$ cat src/rtl/pong_pkg.sv
// Shared Pong constants: direction encodings and button-mode selectors.
package pong_pkg;
    localparam logic RIGHT      = 1'b0;
    localparam logic LEFT       = 1'b1;
    localparam logic DOWN       = 1'b0;
    localparam logic UP         = 1'b1;
    localparam logic MODE_DIR   = 1'b0;
    localparam logic MODE_SPEED = 1'b1;
endpackage

$ cat src/rtl/switch_debounce.sv
// Synchronise, debounce and rising-edge-detect one raw board switch.
module switch_debounce #(
    parameter int DEBOUNCE_LIMIT = 250000
) (
    input  logic i_Clk,
    input  logic i_Rst_n,
    input  logic i_Switch,
    output logic o_Level,
    output logic o_Press
);
    localparam int CNT_W = (DEBOUNCE_LIMIT > 2) ? $clog2(DEBOUNCE_LIMIT) : 1;

    logic             sync1, sync2, stable, stable_d;
    logic [CNT_W-1:0] count;

    always_ff @(posedge i_Clk or negedge i_Rst_n) begin
        if (!i_Rst_n) begin
            sync1    <= 1'b0;
            sync2    <= 1'b0;
            stable   <= 1'b0;
            stable_d <= 1'b0;
            count    <= '0;
        end else begin
            sync1    <= i_Switch;
            sync2    <= sync1;
            stable_d <= stable;
            // Any return to the stable level restarts the hold window.
            if (sync2 == stable) begin
                count <= '0;
            end else if (count == CNT_W'(DEBOUNCE_LIMIT - 1)) begin
                stable <= sync2;
                count  <= '0;
            end else begin
                count <= count + CNT_W'(1);
            end
        end
    end

    assign o_Level = stable;
    assign o_Press = stable & ~stable_d;
endmodule

$ cat src/rtl/ball_motion_control.sv
// Ball direction/speed control from debounced buttons and playfield collision pulses.
module ball_motion_control
    import pong_pkg::*;
#(
    parameter int DEBOUNCE_LIMIT = 250000,
    parameter int SPEED_W        = 3,
    parameter int SPEED_INIT     = 1,
    parameter int SPEED_MAX      = 7
) (
    input  logic               i_Clk,
    input  logic               i_Rst_n,
    input  logic               i_Switch_1,
    input  logic               i_Switch_2,
    input  logic               i_Switch_3,
    input  logic               i_Switch_4,
    input  logic               i_Mode,
    input  logic               i_Bounce_H,
    input  logic               i_Bounce_V,
    output logic               o_HDir,
    output logic               o_VDir,
    output logic [SPEED_W-1:0] o_Speed,
    output logic               o_Dir_Changed
);
    logic [3:0]         sw, press, level_unused;
    logic               next_h, next_v, h_q, v_q;
    logic [SPEED_W-1:0] next_speed;

    assign sw = {i_Switch_4, i_Switch_3, i_Switch_2, i_Switch_1};

    for (genvar i = 0; i < 4; i++) begin : g_sw
        switch_debounce #(.DEBOUNCE_LIMIT(DEBOUNCE_LIMIT)) u_db (
            .i_Clk    (i_Clk),
            .i_Rst_n  (i_Rst_n),
            .i_Switch (sw[i]),
            .o_Level  (level_unused[i]),
            .o_Press  (press[i])
        );
    end

    always_comb begin
        next_h     = o_HDir;
        next_v     = o_VDir;
        next_speed = o_Speed;
        if (i_Mode == MODE_DIR) begin
            if (press[3])      begin next_h = RIGHT; next_v = DOWN; end
            else if (press[2]) begin next_h = RIGHT; next_v = UP;   end
            else if (press[1]) begin next_h = LEFT;  next_v = DOWN; end
            else if (press[0]) begin next_h = LEFT;  next_v = UP;   end
        end else begin
            if (press[0] && !press[1] && (o_Speed < SPEED_W'(SPEED_MAX)))
                next_speed = o_Speed + SPEED_W'(1);
            if (press[1] && !press[0] && (o_Speed != '0))
                next_speed = o_Speed - SPEED_W'(1);
            if (press[2]) next_h = ~o_HDir;
            if (press[3]) next_v = ~o_VDir;
        end
        // Collisions win over any button action on the same axis.
        if (i_Bounce_H) next_h = ~o_HDir;
        if (i_Bounce_V) next_v = ~o_VDir;
    end

    always_ff @(posedge i_Clk or negedge i_Rst_n) begin
        if (!i_Rst_n) begin
            o_HDir        <= RIGHT;
            o_VDir        <= UP;
            o_Speed       <= SPEED_W'(SPEED_INIT);
            h_q           <= RIGHT;
            v_q           <= UP;
            o_Dir_Changed <= 1'b0;
        end else begin
            o_HDir        <= next_h;
            o_VDir        <= next_v;
            o_Speed       <= next_speed;
            h_q           <= o_HDir;
            v_q           <= o_VDir;
            o_Dir_Changed <= (o_HDir != h_q) || (o_VDir != v_q);
        end
    end
endmodule
$ cat config.mk
export PLATFORM = sky130hd
export DESIGN_NAME = ball_motion_control
export DESIGN_NICKNAME = d
export VERILOG_FILES = /design/src/rtl/pong_pkg.sv /design/src/rtl/switch_debounce.sv /design/src/rtl/ball_motion_control.sv
export SDC_FILE = /design/constraint.sdc
export NUM_CORES = 1
export LEC_CHECK = 0
export ABC_AREA = 1
export CORE_MARGIN = 5
export CORE_UTILIZATION = 55
export CTS_BUF_LIST = sky130_fd_sc_hd__clkbuf_16
export CTS_CLUSTER_SIZE = 20
export DETAILED_ROUTE_END_ITERATION = 12
export DONT_BUFFER_PORTS = 1
export GPL_TIMING_DRIVEN = 0
export HOLD_SLACK_MARGIN = 0.05
export PLACE_DENSITY = 0.74
export SETUP_SLACK_MARGIN = 0.3
export SLEW_MARGIN = 20
export SYNTH_ARGS = -nofsm -noshare
export SYNTH_HDL_FRONTEND = slang
export SYNTH_SLANG_ARGS = --single-unit
export TNS_END_PERCENT = 5
$ cat constraint.sdc
create_clock -name i_Clk -period 4.8 [get_ports i_Clk]
set_input_delay 0.96 -clock i_Clk [delete_from_list [all_inputs] [get_ports i_Clk]]
set_output_delay 0.96 -clock i_Clk [all_outputs]
set_load 0.02 [all_outputs]
; Word-level counts from Yosys, hierarchy flattened
; Index checks and enable logic that the tools add are counted.
[totals]
regBits = 96
in_bits = 9
output_inout_bits = 6
wordCells = 100
[classes]
add_sub_neg = 6
order_cmp = 1
eq_ne = 12
mux = 23
bitwise_logic = 14
reduce_logical = 18
[ops]
columns = op, n
row1 = $mux W18, 8
row2 = $add A18 B1 Y18 const B, 4
row3 = $eq A18 B18 Y1 const B, 4
row4 = $reduce_and A2 Y1, 7
row5 = $mux W1, 13
row6 = $not A1 Y1, 10
row7 = $reduce_bool A5 Y1, 2
row8 = $mux W3, 2
row9 = $ne A3 B1 Y1 const B, 2
row10 = $and A1 B1 Y1, 4
row11 = $eq A1 B1 Y1, 4
row12 = $logic_and A1 B1 Y1, 4
row13 = $add A3 B1 Y3 const B, 1
row14 = $lt A3 B3 Y1 const B, 1
row15 = $reduce_bool A3 Y1, 1
row16 = $sub A3 B1 Y3 const B, 1
row17 = $logic_not A1 Y1, 2
row18 = $ne A1 B1 Y1, 2
row19 = $reduce_bool A2 Y1, 1
row20 = $logic_or A1 B1 Y1, 1

; Logic depth before layout (Yosys ltp)
; Gate-level depths: netlist (run 1).
[depth]
word_depth = 8
mapped_depth = 11
depth_no_buf = 11

; Cells and area by module
; Synthesis (run 1) repeated with hierarchy kept, for this count alone.
[unflattened]
hier_cells = 629
area_unflattened_um2 = 5097.4
[by_module_without_submodules]
columns = module, instances, cells_per_inst, area_each_um2, seq_area_each_um2
row1 = switch_debounce, 4, 141, 1148.6, 550.5
row2 = ball_motion_control, 1, 65, 503.0, 203.9

; Worst setup path before layout (run 1)
; No wires, ideal clock.
[synth_timing]
path_kind = register to register
start = register o_Speed[0]
end = register o_Speed[2]
setup_ns = 0.117
arrival_ns = 1.567
t_required_ns = 4.683
setup_slack_ns = 3.116
path_stages_with_launch = 11
n_path_buf = 0
period_less_slack_ns = 1.684
cell_sequence = dfstp_2 nor2_1 nand2_1 nand3_1 fa_1 inv_1 nand4_1 nand2_1 inv_1 nand3_1 nand2_1
[synth_between]
elab_chain_len = 4
elab_cells_between_ends = 10
cone_classes = 2 x add/sub / 1 x order compare / 2 x mux / 5 x reduce/logical
[synth_rtl]
columns = item, line_no
row1 = "start, declared", ball_motion_control.sv:21  ; output logic [SPEED_W-1:0] o_Speed,
row2 = "start signal, assigned", ball_motion_control.sv:66  ; o_Speed <= SPEED_W'(SPEED_INIT);
row3 = "start signal, assigned", ball_motion_control.sv:73  ; o_Speed <= next_speed;
row4 = $lt A3 B3 Y1 or $reduce_bool A3 Y1 (tied branches), "ball_motion_control.sv:50, ball_motion_control.sv:52"
row5 = "$logic_and A1 B1 Y1, on equally long branches", "ball_motion_control.sv:50, ball_motion_control.sv:52"
row6 = $reduce_bool A2 Y1 (no source line), -
row7 = $reduce_and A2 Y1 (no source line), -
; Parallel ways exist; a longest one is shown, timed or not. The select of a mux whose other input is x is not followed.
; A chain may end at the register's enable or synchronous reset.

; Worst setup path in the final report (run 1)
[layout_timing]
start = register o_VDir
end = output o_VDir
[layout_rtl]
columns = item, line_no
row1 = "start, declared", ball_motion_control.sv:20  ; output logic o_VDir,
row2 = "start signal, assigned", ball_motion_control.sv:72  ; o_VDir <= next_v;
; No word-level cell between the ends.

==> impl_metrics.ini, run 1 <==
[layout]
fin_nets = 622
stdcell_count = 721
drive_gt1_frac = 0.0995
fin_util = 0.608
n_antenna_cell = 0
area_delta_synth_final_pct = 8.22

[sta]
rsz0062_at_grt = no
finalCritPeriodShare = 0.403
slew_headroom = 0.735
report.final.slew_viol_count = 0
timing.fmax_ghz = 0.517
fin_setup_tns_ns = 0
setup_viol = 0
final.min_clock_period_ns = 1.93
hold_slack_ns = 0.317
hold_violations = 0
worstMarginPinSlew_ns = 0.397
finClkSkew_ns = 0.00548

[routing]
drt_iter0_drc = 154
vias_per_cell = 5.18
avgRoutedWirePerCell_um = 12.2
drt_wl_total_um = 8810
ant_nets = 0
drc = 0
dr_total_vias = 3737
first_pass_iters = 4

[clock_tree]
numClockSinks = 96
numCtsBuffers = 9
post_cts_buffers = 0
tritoncts = built
htreeDepth = 3
root_buffer = clkbuf_16
clock_latency_ns = 0.33
clockBufferDepth = 2
clkTransAtPathRegs_ns = 0.07
ctsResizeCount = 0
cts_hold_buf = 0

[min_path]
hold_path.class = in -> async

[outcome]
status = complete, no violations

[synthesis]
avgSynthCellArea_um2 = 8.21
syn_area_um2 = 4900
synthTopCellsByArea = dfrtp_1 (47%), nor2_1 (11%), nand2_1 (7.9%), nand3_1 (5.6%), inv_1 (4.4%)
yosysTopAreaCell = dfrtp_1
synth.top_cell.area_share = 0.475
synthesis.instances = 597
synth_seq_cells = 96
yosys_warnings = 0
syn-num-nets = 611
ys_types = 28
ys_seq_area_frac = 0.491

[setup_path]
reg2reg_from = o_Speed[0]
rr_endpoint = o_Speed[2]
path_class = reg -> out
required_ns = 3.84
cp-end-kind = primary output
critPathMaxFanout = 5
crit_path_start_kind = flip-flop
startpoint = o_VDir
setup.worst_path.end = o_VDir
r2r_cells = 10
arrival_ns = 0.97
r2r_slack_ns = 2.97
path_depth = 0

[die]
dieArea_um2 = 10900
row_count = 34
core_area_um2 = 8720
dieWidth_um = 104
die_h_um = 104
start_util = 0.562
io_pins = 15

[placement]
numPortBuffers = 0
dp_hpwl_um = 6250
dp_cells = 705
place.gp.congestion = 0.893

[grt]
antenna_found_initial = 0
grt_pass1_wl_um = 16300
grt_max_degree = 97
grt_pass1_vias = 3750
grt_usage = 0.176
grt.overflow.total = 0

[job]
cap_violations = 0

[pwr]
ir_drop_uv = 240
p_per_area_nw_per_um2 = 290
p_leak_nw = 2.22
how the worst min path moves through the flow:
| stage | cells after the start | slack (ns) | endpoint | startpoint |
|---|---|---|---|---|
| floorplan | 0 | 0.33 | g_sw[0].u_db.sync2 | g_sw[0].u_db.sync1 |
| global placement | 0 | 0.33 | g_sw[2].u_db.sync2 | g_sw[2].u_db.sync1 |
| CTS | 0 | 0.31 | g_sw[1].u_db.count[2] | i_Rst_n |
| finish | 0 | 0.32 | g_sw[1].u_db.count[2] | i_Rst_n |
| global route | 0 | 0.30 | g_sw[1].u_db.count[2] | i_Rst_n |
| detailed placement | 0 | 0.34 | g_sw[3].u_db.sync2 | g_sw[3].u_db.sync1 |
cell families after synthesis:
kind of cell / share of synthesized area
XOR/XNOR: 0.0830
AO/OA/AOI/OAI: 0.0334
buffers and inverters: 0.0475
flip-flops: 0.491
adder cells (fa/ha/maj): 0.0143
AND/OR/NAND/NOR: 0.331
power by group:
group / internal, mW / leakage [nW] / total [mW] / switching, mW
registers: 0.830 / 1.29 / 0.853 / 0.0221
clock network: 0.347 / 0.138 / 0.641 / 0.294
logic: 0.0175 / 0.786 / 0.0426 / 0.0252
cells in the mapped netlist:
master and instances:
nand2_1 103, nor3b_1 4, nand2_2 13, a31oi_1 1, nor4_1 1, xnor2_1 15
and2_1 2, nor2_4 10, a21oi_1 16, fa_1 1, xor2_1 24, nor3_1 8
nand3_2 2, nand4_1 7, dfrtp_1 93, o21ai_0 7, nand3_1 55, inv_2 5
xor2_2 4, o21ai_1 7, nor2_2 10, ha_1 4, dfstp_2 3, o21bai_1 1
nor2_1 141, inv_1 57, nand3b_1 2, and3_1 1
cells in the final DEF, fill, tap and decap left out:
master	netlist	final
nor2_1	141	141
nand2_1	103	103
dfrtp_1	93	93
inv_1	57	59
nand3_1	55	55
xor2_1	24	24
a21oi_1	16	16
xnor2_1	15	15
nand2_2	13	13
nor2_4	10	10
nor2_2	10	10
clkbuf_16	0	9
nor3_1	8	8
nand4_1	7	7
o21ai_1	7	7
o21ai_0	7	7
inv_2	5	5
xor2_2	4	4
nor3b_1	4	4
ha_1	4	4
dfstp_2	3	3
nand3_2	2	2
nand3b_1	2	2
and2_1	2	2
clkinv_4	0	2
clkinv_2	0	2
nor4_1	1	1
o21bai_1	1	1
and3_1	1	1
a31oi_1	1	1
fa_1	1	1
clkinvlp_4	0	1
registers in the layout, indices dropped and copies added (netlist names):
signal and cells:
h_q 1, o_Speed 3, g_sw.u_db.count 72, g_sw.u_db.o_Level 4, g_sw.u_db.sync1 4, g_sw.u_db.stable_d 4
o_VDir 1, g_sw.u_db.sync2 4, o_HDir 1, o_Dir_Changed 1, v_q 1
area by class of cell:
cell class / count / area [um^2]
Fill cell: 753 / 3420
Sequential cell: 96 / 2410
Multi-Input combinational cell: 439 / 2260
Inverter: 62 / 233
Clock buffer: 9 / 225
Tap cell: 108 / 135
Clock inverter: 7 / 42.5
metrics by stage:
step | setup WS (ns) | total power, mW | instance area, um^2
after global routing | 2.84 | 1.60 | 5300
after floorplan | 3.12 | 0.900 | 4900
after global placement | 3.03 | 0.908 | 5040
after CTS | 2.85 | 1.56 | 5300
after detailed placement | 2.99 | 0.912 | 5040
final | 2.87 | 1.54 | 5300
per-layer routing:
metal	wire, um	track usage	vias up	part of all wire
met4	107	0.0555	0	0.012
met1	4040	0.224	1795	0.46
li1	-	-	1896	-
met3	178	0.0292	10	0.020
met5	0	0	-	0
met2	4480	0.305	36	0.51
No activity file was read; power rests on OpenSTA's default activity.
==> inputs of run 2 (changes only) <==
- PLACE_DENSITY: 0.74 -> 0.77
- clock period: 4.8 -> 1.7 ns (I/O delays scaled with it)
==> run 2 against run 1 <==
  * Register-to-register slack lost 3.0 ns
  * Final cell count grew 1.2%
  * Via count grew 4.2%
  * Die area is the same
  * Setup slack lost 2.9 ns
  * First-iteration DRC count grew 16%
  * Flip-flop and latch count is the same
  * Total power grew to 3.0 times the previous value
  * Combinational power grew to 3.8 times the previous value
  * Critical path type is now reg -> reg
  * Sequential power grew to 2.8 times the previous value
  * The flow now finishes with violations (negative hold slack, negative setup slack)
==> impl_metrics.ini, run 2 (same netlist as run 1, synthesis figures left out) <==
[layout]
fin_nets = 631
drive_gt1_frac = 0.212
top_register = g_sw.u_db.count
mostFrequentLayoutCells = nor2_1 (122), nand2_1 (95), dfrtp_1 (87)
layout_commonest_cell = nor2_1
area_delta_synth_final_pct = 18.3
fin_util = 0.665
n_antenna_cell = 0
largest_reg_flops = 72
stdcell_count = 730

[die]
dieArea_um2 = 10900
start_util = 0.562
io_pins = 15
row_count = 34
die_h_um = 104
dieWidth_um = 104
core_area_um2 = 8720

[setup_path]
critPathMaxFanout = 4
path_class = reg -> reg
crit_top_cell = nand2_1
crit_chain = nor2_2 > nand2_1 > nand3_2 > fa_2 > inv_2 > nand4_1 > nand2_1 > inv_2 > nand2_1 > nand2_1 > nand2_1
crit_path_start_kind = flip-flop
startpoint = o_Speed[0]
r2r_slack_ns = -0.04
setup.worst_path.end = o_Speed[2]
slowest_stage = dfstp_2
path_delay_family = flip-flops
arrival_ns = 2.02
path_depth = 11
reg2reg_from = o_Speed[0]
required_ns = 1.98
cp-end-kind = flip-flop
r2r_cells = 11
rr_endpoint = o_Speed[2]
crit_buf_inv = 2
crit_path_max_incr_delay_ns = 0.63

[placement]
place.gp.congestion = 0.924
dp_cells = 705
numPortBuffers = 0
dp_hpwl_um = 6380

[sta]
worstMarginPinSlew_ns = 0.491
fin_setup_tns_ns = -0.0433
report.final.slew_viol_count = 0
timing.fmax_ghz = 0.574
rsz0062_at_grt = yes
final.min_clock_period_ns = 1.74
hold_slack_ns = -0.309
finalCritPeriodShare = 1.03
hold_violations = 96
slew_headroom = 0.673
finClkSkew_ns = 0.00707
setup_viol = 1
layout_setup_ws_ns = -0.0433

[routing]
drc = 0
vias_per_cell = 5.34
drt_wl_total_um = 9840
dr_total_vias = 3895
avgRoutedWirePerCell_um = 13.5
first_pass_iters = 4
drt_iter0_drc = 178
ant_nets = 0

[clock_tree]
htreeDepth = 3
clkTransAtPathRegs_ns = 0.07
root_buffer = clkbuf_16
numClockSinks = 96
cts_hold_buf = 4
tritoncts = built
clock_latency_ns = 0.34
clockBufferDepth = 2
numCtsBuffers = 9

[grt]
grt_usage = 0.183
grt_pass1_vias = 3784
grt_max_degree = 97
grt.overflow.total = 0
antenna_found_initial = 0
grt_pass1_wl_um = 16800

[pwr]
p_leak_nw = 2.35
p_comb_frac = 0.035
pwr-share-clk = 0.437
seqPwrFrac = 0.528
p_int_mw = 3.56
switching_share = 0.224
p_per_area_nw_per_um2 = 791
switchingPower_mw = 1.03
ir_drop_uv = 496

[outcome]
violations = negative hold slack, negative setup slack
status = complete, but fails checks

[min_path]
hold_path.class = in -> async

[job]
cap_violations = 0
## run 2: power by group through the flow
| stage | registers (mW) | clock network, mW | logic [mW] |
|---|---|---|---|
| 6_report | 2.42 | 2.00 | 0.161 |
| 5_1_grt | 2.43 | 2.16 | 0.183 |
| 4_1_cts | 2.41 | 2.04 | 0.132 |
| 3_5_place_dp | 2.45 | 0 | 0.123 |
| 3_3_place_gp | 2.45 | 0 | 0.118 |
| 2_1_floorplan | 2.44 | 0 | 0.100 |
## run 2: area by class of cell
class / instances / area [um^2]
Clock buffer: 9 / 225
Clock inverter: 7 / 70.1
Fill cell: 666 / 2930
Inverter: 62 / 235
Multi-Input combinational cell: 439 / 2640
Sequential cell: 96 / 2410
Tap cell: 108 / 135
Timing Repair Buffer: 9 / 77.6
## run 2: per-stage QoR
stage	setup WS (ns)	hold WS, ns	area, um^2	power (mW)
after floorplan	0.0882	0.0444	4910	2.54
after CTS	0.00786	-0.314	5390	4.58
after detailed placement	-0.0182	0.0469	5040	2.57
after global placement	0.0104	0.0465	5040	2.57
final	-0.0433	-0.309	5800	4.58
after global routing	-0.139	-0.323	5800	4.77
## run 2: what timing repair did
| item | CTS | global route |
|---|---|---|
| setup endpoints to repair | 44 | 56 |
| buffers inserted | 2 | 3 |
| resized for setup | 0 | 93 |
| pin swaps | 1 | 55 |
| endpoints found under the hold margin | 100 | 96 |
## run 2: per-layer routing
layer	global-route usage	share of wire	routed length (um)	up-vias
met2	0.307	0.51	5010	65
li1	-	-	-	1920
met4	0.0740	0.020	197	0
met5	0	0	0	-
met1	0.236	0.44	4350	1891
met3	0.0310	0.030	292	19
## run 2: worst min path at each step
stage | cells after the start | end
finish | 0 | g_sw[0].u_db.count[9]
global route | 0 | g_sw[0].u_db.count[14]
CTS | 0 | g_sw[0].u_db.count[6]
detailed placement | 0 | g_sw[0].u_db.count[6]
global placement | 0 | g_sw[0].u_db.count[6]
floorplan | 0 | g_sw[0].u_db.count[0]
==> inputs of run 3 (changes only) <==
- SYNTH_HIERARCHICAL: unset -> 1
==> run 3 against run 2 <==
  * The flow finishes with violations (negative hold slack)
  * First-iteration DRC count is 15% lower
  * Clock-buffer cell count stayed put
  * Maximum frequency is 15% higher
  * Clock skew hardly changed
  * Worst hold slack better by 0.0057 ns
  * Critical path type unchanged
  * Critical endpoint unchanged
  * Highest routed layer unchanged
==> impl_metrics.ini, run 3 <==
[synthesis]
avgSynthCellArea_um2 = 8.10
ys_seq_area_frac = 0.472
netlist_top_cells_count = nor2_1 (138), nand2_1 (114), dfrtp_1 (93)
synthesis.instances = 629
synth_most_common_cell = nor2_1
async_flop_share = 1.00
syn-num-nets = 643
ys_types = 26
synth.top_cell.area_share = 0.457
synth_flop_cell = dfrtp_1
synth_seq_cells = 96
syn_area_um2 = 5100
synth_edf_count = 0
yosys_warnings = 6
synthTopCellsByArea = dfrtp_1 (46%), nor2_1 (10%), nand2_1 (8.4%), inv_1 (5.6%), xor2_1 (5.0%)
yosysTopAreaCell = dfrtp_1

[min_path]
hold_path.class = in -> async

[layout]
fin_nets = 664
area_delta_synth_final_pct = 11.7
layout_commonest_cell = nor2_1
drive_gt1_frac = 0.159
largest_reg_flops = 72
mostFrequentLayoutCells = nor2_1 (135), nand2_1 (106), dfrtp_1 (90)
stdcell_count = 765
n_antenna_cell = 0
finalInstanceArea_um2 = 5690
fillers = 758
top_register = g_sw.u_db/count

[setup_path]
path_class = reg -> reg
r2r_slack_ns = 0.18
arrival_ns = 1.75
startpoint = o_Speed[0]
cp-end-kind = flip-flop
crit_path_start_kind = flip-flop
reg2reg_from = o_Speed[0]
rr_endpoint = o_Speed[2]
required_ns = 1.93
critPathMaxFanout = 4
setup.worst_path.end = o_Speed[2]
r2r_cells = 10

[sta]
hold_violations = 96
hold_slack_ns = -0.303
report.final.slew_viol_count = 0
worstMarginPinSlew_ns = 0.550
slew_headroom = 0.631
finClkSkew_ns = 0.00673
fin_setup_tns_ns = 0
setup_viol = 0
rsz0062_at_grt = yes
finalCritPeriodShare = 0.895
timing.fmax_ghz = 0.657
final.min_clock_period_ns = 1.52

[placement]
dp_hpwl_um = 6670
place.gp.congestion = 0.799
dp_cells = 740
numPortBuffers = 0
dpl-instance-area_um2 = 5250

[grt]
antenna_found_initial = 0
grt.busiest_layer = met2
grt.overflow.total = 0
use_met2 = 0.312
grt_max_degree = 97
grt.met3_usage = 0.0413
grt_pass1_wl_um = 17100
grt_pass1_vias = 3953
grt_usage = 0.183
globalRouteMet1Util = 0.231

[routing]
avgRoutedWirePerCell_um = 12.5
first_pass_iters = 4
drt_iter0_drc = 152
vias_per_cell = 5.16
ant_nets = 0
drc = 0
drt_wl_total_um = 9560
dr_total_vias = 3945

[pwr]
p_leak_nw = 2.55
ir_drop_uv = 454
p_per_area_nw_per_um2 = 812

[outcome]
status = complete, but fails checks
violations = negative hold slack

[die]
core_area_um2 = 9150
dieArea_um2 = 11300
row_count = 35
io_pins = 15
start_util = 0.557
dieWidth_um = 106
die_h_um = 106

[clock_tree]
tritoncts = built
numCtsBuffers = 9
clkTransAtPathRegs_ns = 0.07
htreeDepth = 3
root_buffer = clkbuf_16
cts_hold_buf = 4
clock_latency_ns = 0.33
clockBufferDepth = 2
numClockSinks = 96

[job]
cap_violations = 0
[run 3: layout make-up]
class / instances / area (um^2) / share of cell area
Clock buffer: 9 / 225 / 0.0396
Clock inverter: 6 / 78.8 / 0.0138
Inverter: 87 / 332 / 0.0582
Multi-Input combinational cell: 446 / 2420 / 0.426
Sequential cell: 96 / 2410 / 0.423
Tap cell: 111 / 139 / 0.0244
Timing Repair Buffer: 10 / 85.1 / 0.0149
[run 3: stage by stage]
step	util	setup WS, ns	total power, mW	hold WS [ns]
finish	0.622	0.178	4.63	-0.303
CTS	0.618	0.155	4.67	-0.315
detailed placement	0.574	0.0307	2.57	0.0476
floorplan	-	0.214	2.54	0.0444
global placement	0.574	0.143	2.56	0.0491
global route	0.622	0.0876	4.81	-0.329
[run 3: power by group]
group	total (mW)	switching (mW)	internal [mW]
combinational	0.132	0.0740	0.0584
sequential	2.41	0.0698	2.34
clock	2.08	0.817	1.27
total	4.63	0.961	3.66
[run 3: logic make-up after synthesis]
family	Yosys count	synth area share
AND/OR/NAND/NOR	361	0.336
flip-flops	96	0.472
adder cells (fa/ha/maj)	5	0.0123
AO/OA/AOI/OAI	41	0.0422
buffers and inverters	87	0.0650
XOR/XNOR	39	0.0729
[run 3: routing by layer]
metal  vias up  routed length [um]  share of wire
met3        15                 214          0.022
met1      1881                4340           0.45
met5         -                   0              0
met2        50                4850           0.51
met4         0                 161          0.017
li1       1999                   -              -
[run 3: worst min-delay path by stage]
stage,start,end,slack (ns),depth (start not counted)
after detailed placement,i_Rst_n,g_sw[3].u_db/count[8],0.05,0
after global placement,i_Rst_n,g_sw[3].u_db/count[8],0.05,0
after floorplan,i_Rst_n,g_sw[0].u_db/count[0],0.04,0
after CTS,i_Rst_n,g_sw[3].u_db/count[8],-0.31,0
final,i_Rst_n,g_sw[3].u_db/count[6],-0.30,0
after global routing,i_Rst_n,g_sw[3].u_db/count[6],-0.33,0
[run 3: critical path, cell delays in order, from the launching register on]
cell and delay [ns]:
dfstp_2 0.63, inv_2 0.07, nand2_2 0.08, nand3_2 0.08, nand2_1 0.07, inv_1 0.04, ha_2 0.16, inv_2 0.06
nand4_1 0.10, nand3_2 0.09, nand2_2 0.04
[run 3: what timing repair did]
| action | in CTS | in global routing |
|---|---|---|
| pin swaps | 8 | 2 |
| buffers inserted | 5 | 1 |
| resized for setup | 6 | 12 |
| setup endpoints to repair | 31 | 51 |
| hold endpoints to repair | 100 | 96 |
